<file path="src/rtl/seq_mult.sv">
// seq_mult: iterative unsigned shift-and-add multiplier driving a ripple-carry adder, one bit per cycle.
module adder #(
  parameter int DATA_WIDTH = 32
) (
  input  logic [DATA_WIDTH-1:0] a,
  input  logic [DATA_WIDTH-1:0] b,
  output logic [DATA_WIDTH-1:0] sum,
  output logic                  co
);
  logic c;
  always_comb begin
    c = 1'b0;
    sum = '0;
    for (int i = 0; i < DATA_WIDTH; i++) begin
      sum[i] = a[i] ^ b[i] ^ c;
      c = (a[i] & b[i]) | (c & (a[i] ^ b[i]));
    end
    co = c;
  end
endmodule

module seq_mult #(
  parameter int DATA_WIDTH = 32
) (
  input  logic                    clk,
  input  logic                    rst,
  input  logic                    start,
  input  logic [DATA_WIDTH-1:0]   a,
  input  logic [DATA_WIDTH-1:0]   b,
  output logic                    ready,
  output logic                    done,
  output logic [2*DATA_WIDTH-1:0] product
);
  localparam int W = DATA_WIDTH;
  localparam int CW = $clog2(W + 1);
  localparam logic [CW-1:0] LAST = CW'(W - 1);
  typedef enum logic [1:0] {IDLE, RUN, DONE} state_t;
  state_t state, state_n;
  logic [W-1:0] mcand, acc, mplr, sum;
  logic [CW-1:0] cnt;
  logic [2*W-1:0] product_q, shifted;
  logic co, last;
  adder #(.DATA_WIDTH(W)) u_adder (
    .a(acc),
    .b(mplr[0] ? mcand : '0),
    .sum(sum),
    .co(co)
  );
  // carry-out lands in the acc MSB so no product bit is ever lost
  assign shifted = {co, sum, mplr[W-1:1]};
  assign last = cnt == LAST;
  always_comb begin
    state_n = state;
    if (state == IDLE && start) state_n = RUN;
    else if (state == RUN && last) state_n = DONE;
    else if (state == DONE) state_n = IDLE;
  end
  always_ff @(posedge clk or posedge rst)
    if (rst) state <= IDLE;
    else state <= state_n;
  always_ff @(posedge clk or posedge rst)
    if (rst) begin
      mcand <= '0;
      acc <= '0;
      mplr <= '0;
      cnt <= '0;
      product_q <= '0;
    end else if (state == IDLE && start) begin
      mcand <= a;
      acc <= '0;
      mplr <= b;
      cnt <= '0;
    end else if (state == RUN) begin
      {acc, mplr} <= shifted;
      cnt <= cnt + 1'b1;
      if (last) product_q <= shifted;
    end
  assign ready = state == IDLE;
  assign done = state == DONE;
  assign product = product_q;
endmodule

</file>
<file path="config.mk">
export PLATFORM = sky130hd
export DESIGN_NAME = seq_mult
export DESIGN_NICKNAME = d
export VERILOG_FILES = /design/src/rtl/seq_mult.sv
export SDC_FILE = /design/constraint.sdc
export NUM_CORES = 1
export LEC_CHECK = 0
export ABC_AREA = 0
export ABC_CLOCK_PERIOD_IN_PS = 16500
export CORE_MARGIN = 8
export CORE_UTILIZATION = 53
export CTS_BUF_LIST = sky130_fd_sc_hd__clkbuf_16
export DETAILED_ROUTE_END_ITERATION = 12
export GPL_TIMING_DRIVEN = 1
export HOLD_SLACK_MARGIN = 0.12
export PLACE_DENSITY = 0.8
export SKIP_CTS_REPAIR_TIMING = 1
export SYNTH_ARGS = -nofsm -noshare
export SYNTH_HDL_FRONTEND = slang
export SYNTH_SLANG_ARGS = --single-unit
</file>
<file path="constraint.sdc">
create_clock -name clk -period 16.5 [get_ports clk]
set_clock_uncertainty 0.05 [all_clocks]
set_input_delay 1.65 -clock clk [delete_from_list [all_inputs] [get_ports clk]]
set_output_delay 1.65 -clock clk [all_outputs]
set_load 0.005 [all_outputs]
</file>
Word level (Yosys, flattened, before mapping) --
Index checks and enable logic that the tools add are counted.
Word-level totals: bits in registers 168, input bits 67, output and inout bits 66, word-level logic and storage cells 184
Operators by class: add/subtract/negate cells 1, eq/ne operators 3, mux-type cells 10, bitwise logic cells 158, reduce and logical (&&, ||, !) cells 6
Operators with widths (count):
- $mux 32 | 5
- $and 1x1->1 | 63
- $xor 1x1->1 | 63
- $or 1x1->1 | 31
- $mux 6 | 2
- $add 6x1->6 const B | 1
- $eq 6x5->1 const B | 1
- $mux 2 | 3
- $reduce_and 3->1 | 1
- $reduce_bool 3->1 | 1
- $eq 2x1->1 const B | 1
- $eq 2x2->1 const B | 1
- $logic_and 1x1->1 | 2
- $logic_not 2->1 | 1
- $reduce_bool 2->1 | 1
- $not 1->1 | 1

Depth between registers and ports, before layout --
depth in word-level cells 66, gate-level depth with buffers 36, gate-level depth less buffers 35

Cells and area by module --
From an unflattened synthesis, not the netlist that was laid out.
Unflattened totals: cell total of the unflattened synthesis 533, area total of the unflattened synthesis 7373.3 um2
By module, submodules not included:
- seq_mult | times used 1, cells an instance 491, area an instance 6702.7 um2, sequential area each 4204.0 um2
- adder | times used 1, cells an instance 42, area an instance 670.6 um2, sequential area each 0.0 um2

Worst setup path after synthesis --
No wires, ideal clock.
kind register to register, start register mplr[0], end register acc[30], setup time 0.126 ns, data arrival time 13.979 ns, data required time 16.324 ns, path slack 2.344 ns, stages on the path, launching flop included 36, buffers on the path 2, period minus slack after synthesis 14.156 ns, cell sequence dfrtp_1 clkbuf_1 clkbuf_1 nand2_1 fa_1 fa_1 fa_1 fa_1 fa_1 fa_1 fa_1 fa_1 fa_1 fa_1 fa_1 fa_1 fa_1 fa_1 fa_1 fa_1 fa_1 fa_1 fa_1 fa_1 fa_1 fa_1 fa_1 fa_1 fa_1 fa_1 fa_1 fa_1 fa_1 fa_1 fa_1 o21ai_0
Between the ends: word-level cells in the longest chain between the ends 65, elaborated cells between the ends (all ways) 126, classes of those cells mux: 3; bitwise: 123
RTL lines:
- start, declared | line 39 | logic [W-1:0] mcand, acc, mplr, sum;
- start signal, assigned | line 74 | {acc, mplr} <= shifted;
- $mux 32 (*) | line 45 | .b(mplr[0] ? mcand : '0),
- $and 1x1->1 / $xor 1x1->1 (equally long branches) | line 16 | c = (a[i] & b[i]) | (c & (a[i] ^ b[i]));
- $and 1x1->1 | line 16
- $or 1x1->1 | line 16
- $and 1x1->1 | line 16
- $or 1x1->1 | line 16
- $and 1x1->1 | line 16
- $or 1x1->1 | line 16
- [49 not listed]
- $or 1x1->1 | line 16
- $and 1x1->1 | line 16
- $or 1x1->1 | line 16
- $and 1x1->1 | line 16
- $or 1x1->1 | line 16
- $xor 1x1->1 (*) | line 15 | sum[i] = a[i] ^ b[i] ^ c;
- $mux 32 (*) | line 73 | end else if (state == RUN) begin
- $mux 32 (*) | line 68 | end else if (state == IDLE && start) begin
- end signal, assigned | line 74
- end, declared | line 39
Mark *: on every way between the ends. The rest lies on a longest branch, timed or not. The select of a mux whose other input is x is not followed. A chain may end at the register's enable or synchronous reset.

Worst setup path in the final report --
Ends and elaborated chain as after synthesis.

==> results.py <==
metrics = {
    "global_route": {
        "grt_pass1_vias": 5504,
        "grt-ovfl-total": 0,
        "grt_max_degree": 88,
        "grt_util_all_layers_pct": 19.2,
        "antenna_found_initial": 0,
        "grt_pass1_wl_um": 28100,
    },
    "synthesis": {
        "ys_types": 33,
        "synthCells": 627,
        "yosys_register_bits": 168,
        "synth_flop_cell": "dfrtp_1",
        "synthesis.nets": 727,
        "yosysWarningCount": 0,
        "synthArstFlopShare_pct": 100,
        "yosysSeqAreaShare_pct": 54.8,
        "synthesis.area_um2": 7670,
        "synth.avg_cell_area_um2": 12.2,
        "synth_edf_count": 0,
    },
    "clocking": {
        "cts_root_buffer": "clkbuf_16",
        "clock_insertion_delay_worst_skew_ns": 0.42,
        "clkTransAtPathRegs_ns": 0.06,
        "clock_sinks": 168,
        "cts_buffers": 17,
        "cts_tree": "done",
        "cts_buffer_depth": 2,
        "htreeDepth": 4,
    },
    "setup_path": {
        "worstPathRequired_ns": 16.70,
        "crit_start": "mplr[0]",
        "worst_path_most_repeated_cell": "fa_1",
        "worst-path-max-fanout": 32,
        "crit_slowest_cell": "fa_1",
        "cp-endpoint": "acc[30]",
        "critPathArrivalTime_ns": 14.89,
        "slowest_delay_ns": 0.54,
        "cp.buffers_inverters": 1,
        "critPathCaptureType": "flip-flop",
        "start_kind": "flip-flop",
        "critPathTopFamily": "adder cells",
        "r2r_start": "mplr[0]",
        "worstRegToRegCells": 34,
        "r2r_end": "acc[30]",
        "r2r_setup_slack_ns": 1.81,
        "critical_path_cell_count": 34,
        "worstSetupPathType": "flip-flop to flip-flop",
    },
    "place": {
        "io_buffers": 132,
        "dp.final_hpwl_um": 11300,
        "routabilityCongestion": 0.788,
    },
    "sta": {
        "drv_slew": 0,
        "finalHoldViolations": 0,
        "whs_ns": 0.456,
        "setup_tns_ns": 0,
        "fmax_ghz": 0.0681,
        "fin_crit_sh_pct": 89.0,
        "rsz0062_at_grt": "no",
        "tightest_slew_ns": 1.16,
        "min_period_ns": 14.69,
        "slew-limit-headroom_pct": 23.0,
        "finalSetupViolations": 0,
    },
    "routing": {
        "routedWlPerCell_um": 17.8,
        "drcViolationCount": 0,
        "drt_iter0_drc": 332,
        "antenna_left": 0,
        "via_per_inst": 5.38,
        "vias": 5038,
        "routed_wl_um": 16700,
        "drtPass1Iterations": 5,
    },
    "layout": {
        "fill_cells": 1065,
        "layout_commonest_cell": "dfrtp_1",
        "mostFrequentLayoutCells": "dfrtp_1, clkdlybuf4s50_1, inv_1, nand2_1, o21ai_0",
        "diodes": 0,
        "drive_gt1_share_pct": 13.3,
        "syn2layout_area_growth_pct": 24.2,
        "nets": 843,
    },
    "job": {
        "cap_violations": 0,
    },
    "die": {
        "die-width_um": 136,
        "die_y_um": 136,
        "core_area_um2": 14300,
        "io_pins": 133,
        "num_rows": 44,
        "die_area_um2": 18600,
        "start_util_pct": 53.6,
    },
    "power_and_ir_drop": {
        "p_leak_nw": 4.12,
        "peakVddDrop_mv": 0.0923,
        "powerDensity_nw_per_um2": 190,
    },
    "run_status": {
        "status": "complete, no violations",
    },
    "worst_hold_path": {
        "worstHoldPathType": "flip-flop to flip-flop",
    },
}
==> routing by layer <==
| metal | wire [um] | track usage, % | up-vias |
|---|---|---|---|
| met5 | 0 | 0 | - |
| met4 | 216 | 7.02 | 0 |
| met3 | 1190 | 5.58 | 19 |
| met2 | 8150 | 31.3 | 148 |
| met1 | 7120 | 23.8 | 2551 |
| li1 | - | - | 2320 |
==> power by group <==
part	switching [mW]	total (mW)	internal [mW]	leakage, nW
combinational	0.364	0.751	0.387	1.72
sequential	0.123	0.728	0.605	2.16
clock	0.147	0.331	0.183	0.247
==> sequential cells by signal, summed over array words and instances (netlist names) <==
name and flops:
acc 32, cnt 6, mcand 32, mplr 32
product 64, state 2
==> logic make-up after synthesis <==
logic type                 synth area share, %
DFF                                       54.8
adders and majority gates                 8.42
muxes                                     15.1
buffers and inverters                     6.46
and+or+nand+nor                           6.74
AOI/OAI and AO/OA                         8.40
==> cells in the mapped netlist (all sizes together), types with 2 or more instances <==
| library cell | instances | area share, % |
|---|---|---|
| nand3 | 34 | 2.2 |
| fa | 31 | 8.1 |
| o31ai | 2 | 0.20 |
| buf | 23 | 2.2 |
| inv | 67 | 3.3 |
| o21ai | 68 | 4.4 |
| mux2 | 64 | 11 |
| dfrtp | 168 | 55 |
| clkbuf | 19 | 0.95 |
| nand2 | 68 | 3.3 |
| nor2b | 3 | 0.24 |
| mux2i | 32 | 4.2 |
| ha | 2 | 0.33 |
| a22oi | 32 | 3.1 |
==> how the worst min path moves through the flow <==
| stage | from | end | slack (ns) | depth (start not counted) |
|---|---|---|---|---|
| after floorplan | mplr[10] | mplr[10] | 0.42 | 2 |
| after global placement | acc[31] | acc[31] | 0.43 | 2 |
| after detailed placement | mplr[24] | mplr[24] | 0.45 | 2 |
| after CTS | mplr[24] | mplr[24] | 0.46 | 2 |
| after global routing | mcand[0] | mcand[0] | 0.47 | 1 |
| final | acc[16] | acc[16] | 0.46 | 2 |
==> through the flow <==
step / util, % / power, mW / cell area [um^2] / instances / worst slack, ns
after floorplan: - / 1.19 / 7670 / 627 / 2.34
after global placement: 63.2 / 1.44 / 9050 / 908 / 2.09
after detailed placement: 63.2 / 1.49 / 9050 / 908 / 1.80
after CTS: 66.5 / 1.83 / 9520 / 937 / 1.70
after global routing: 66.5 / 1.95 / 9520 / 937 / 1.26
final: 66.5 / 1.81 / 9520 / 937 / 1.81
==> tightest hold or removal path: stages, from the launching register on <==
cell and delay, ns:
dfrtp_1 0.35, nand3_1 0.06, o21ai_0 0.06
==> area by class of cell <==
| type | instances | area (um^2) | area share, % |
|---|---|---|---|
| clock buffers | 17 | 425 | 4.47 |
| flip-flops and latches | 168 | 4200 | 44.1 |
| clock inverters | 12 | 48.8 | 0.512 |
| repair buffers | 139 | 1370 | 14.4 |
| well taps | 184 | 230 | 2.42 |
| multi-input cells | 350 | 2990 | 31.3 |
| inverters | 67 | 256 | 2.69 |
(Power assumes the default switching activity.)
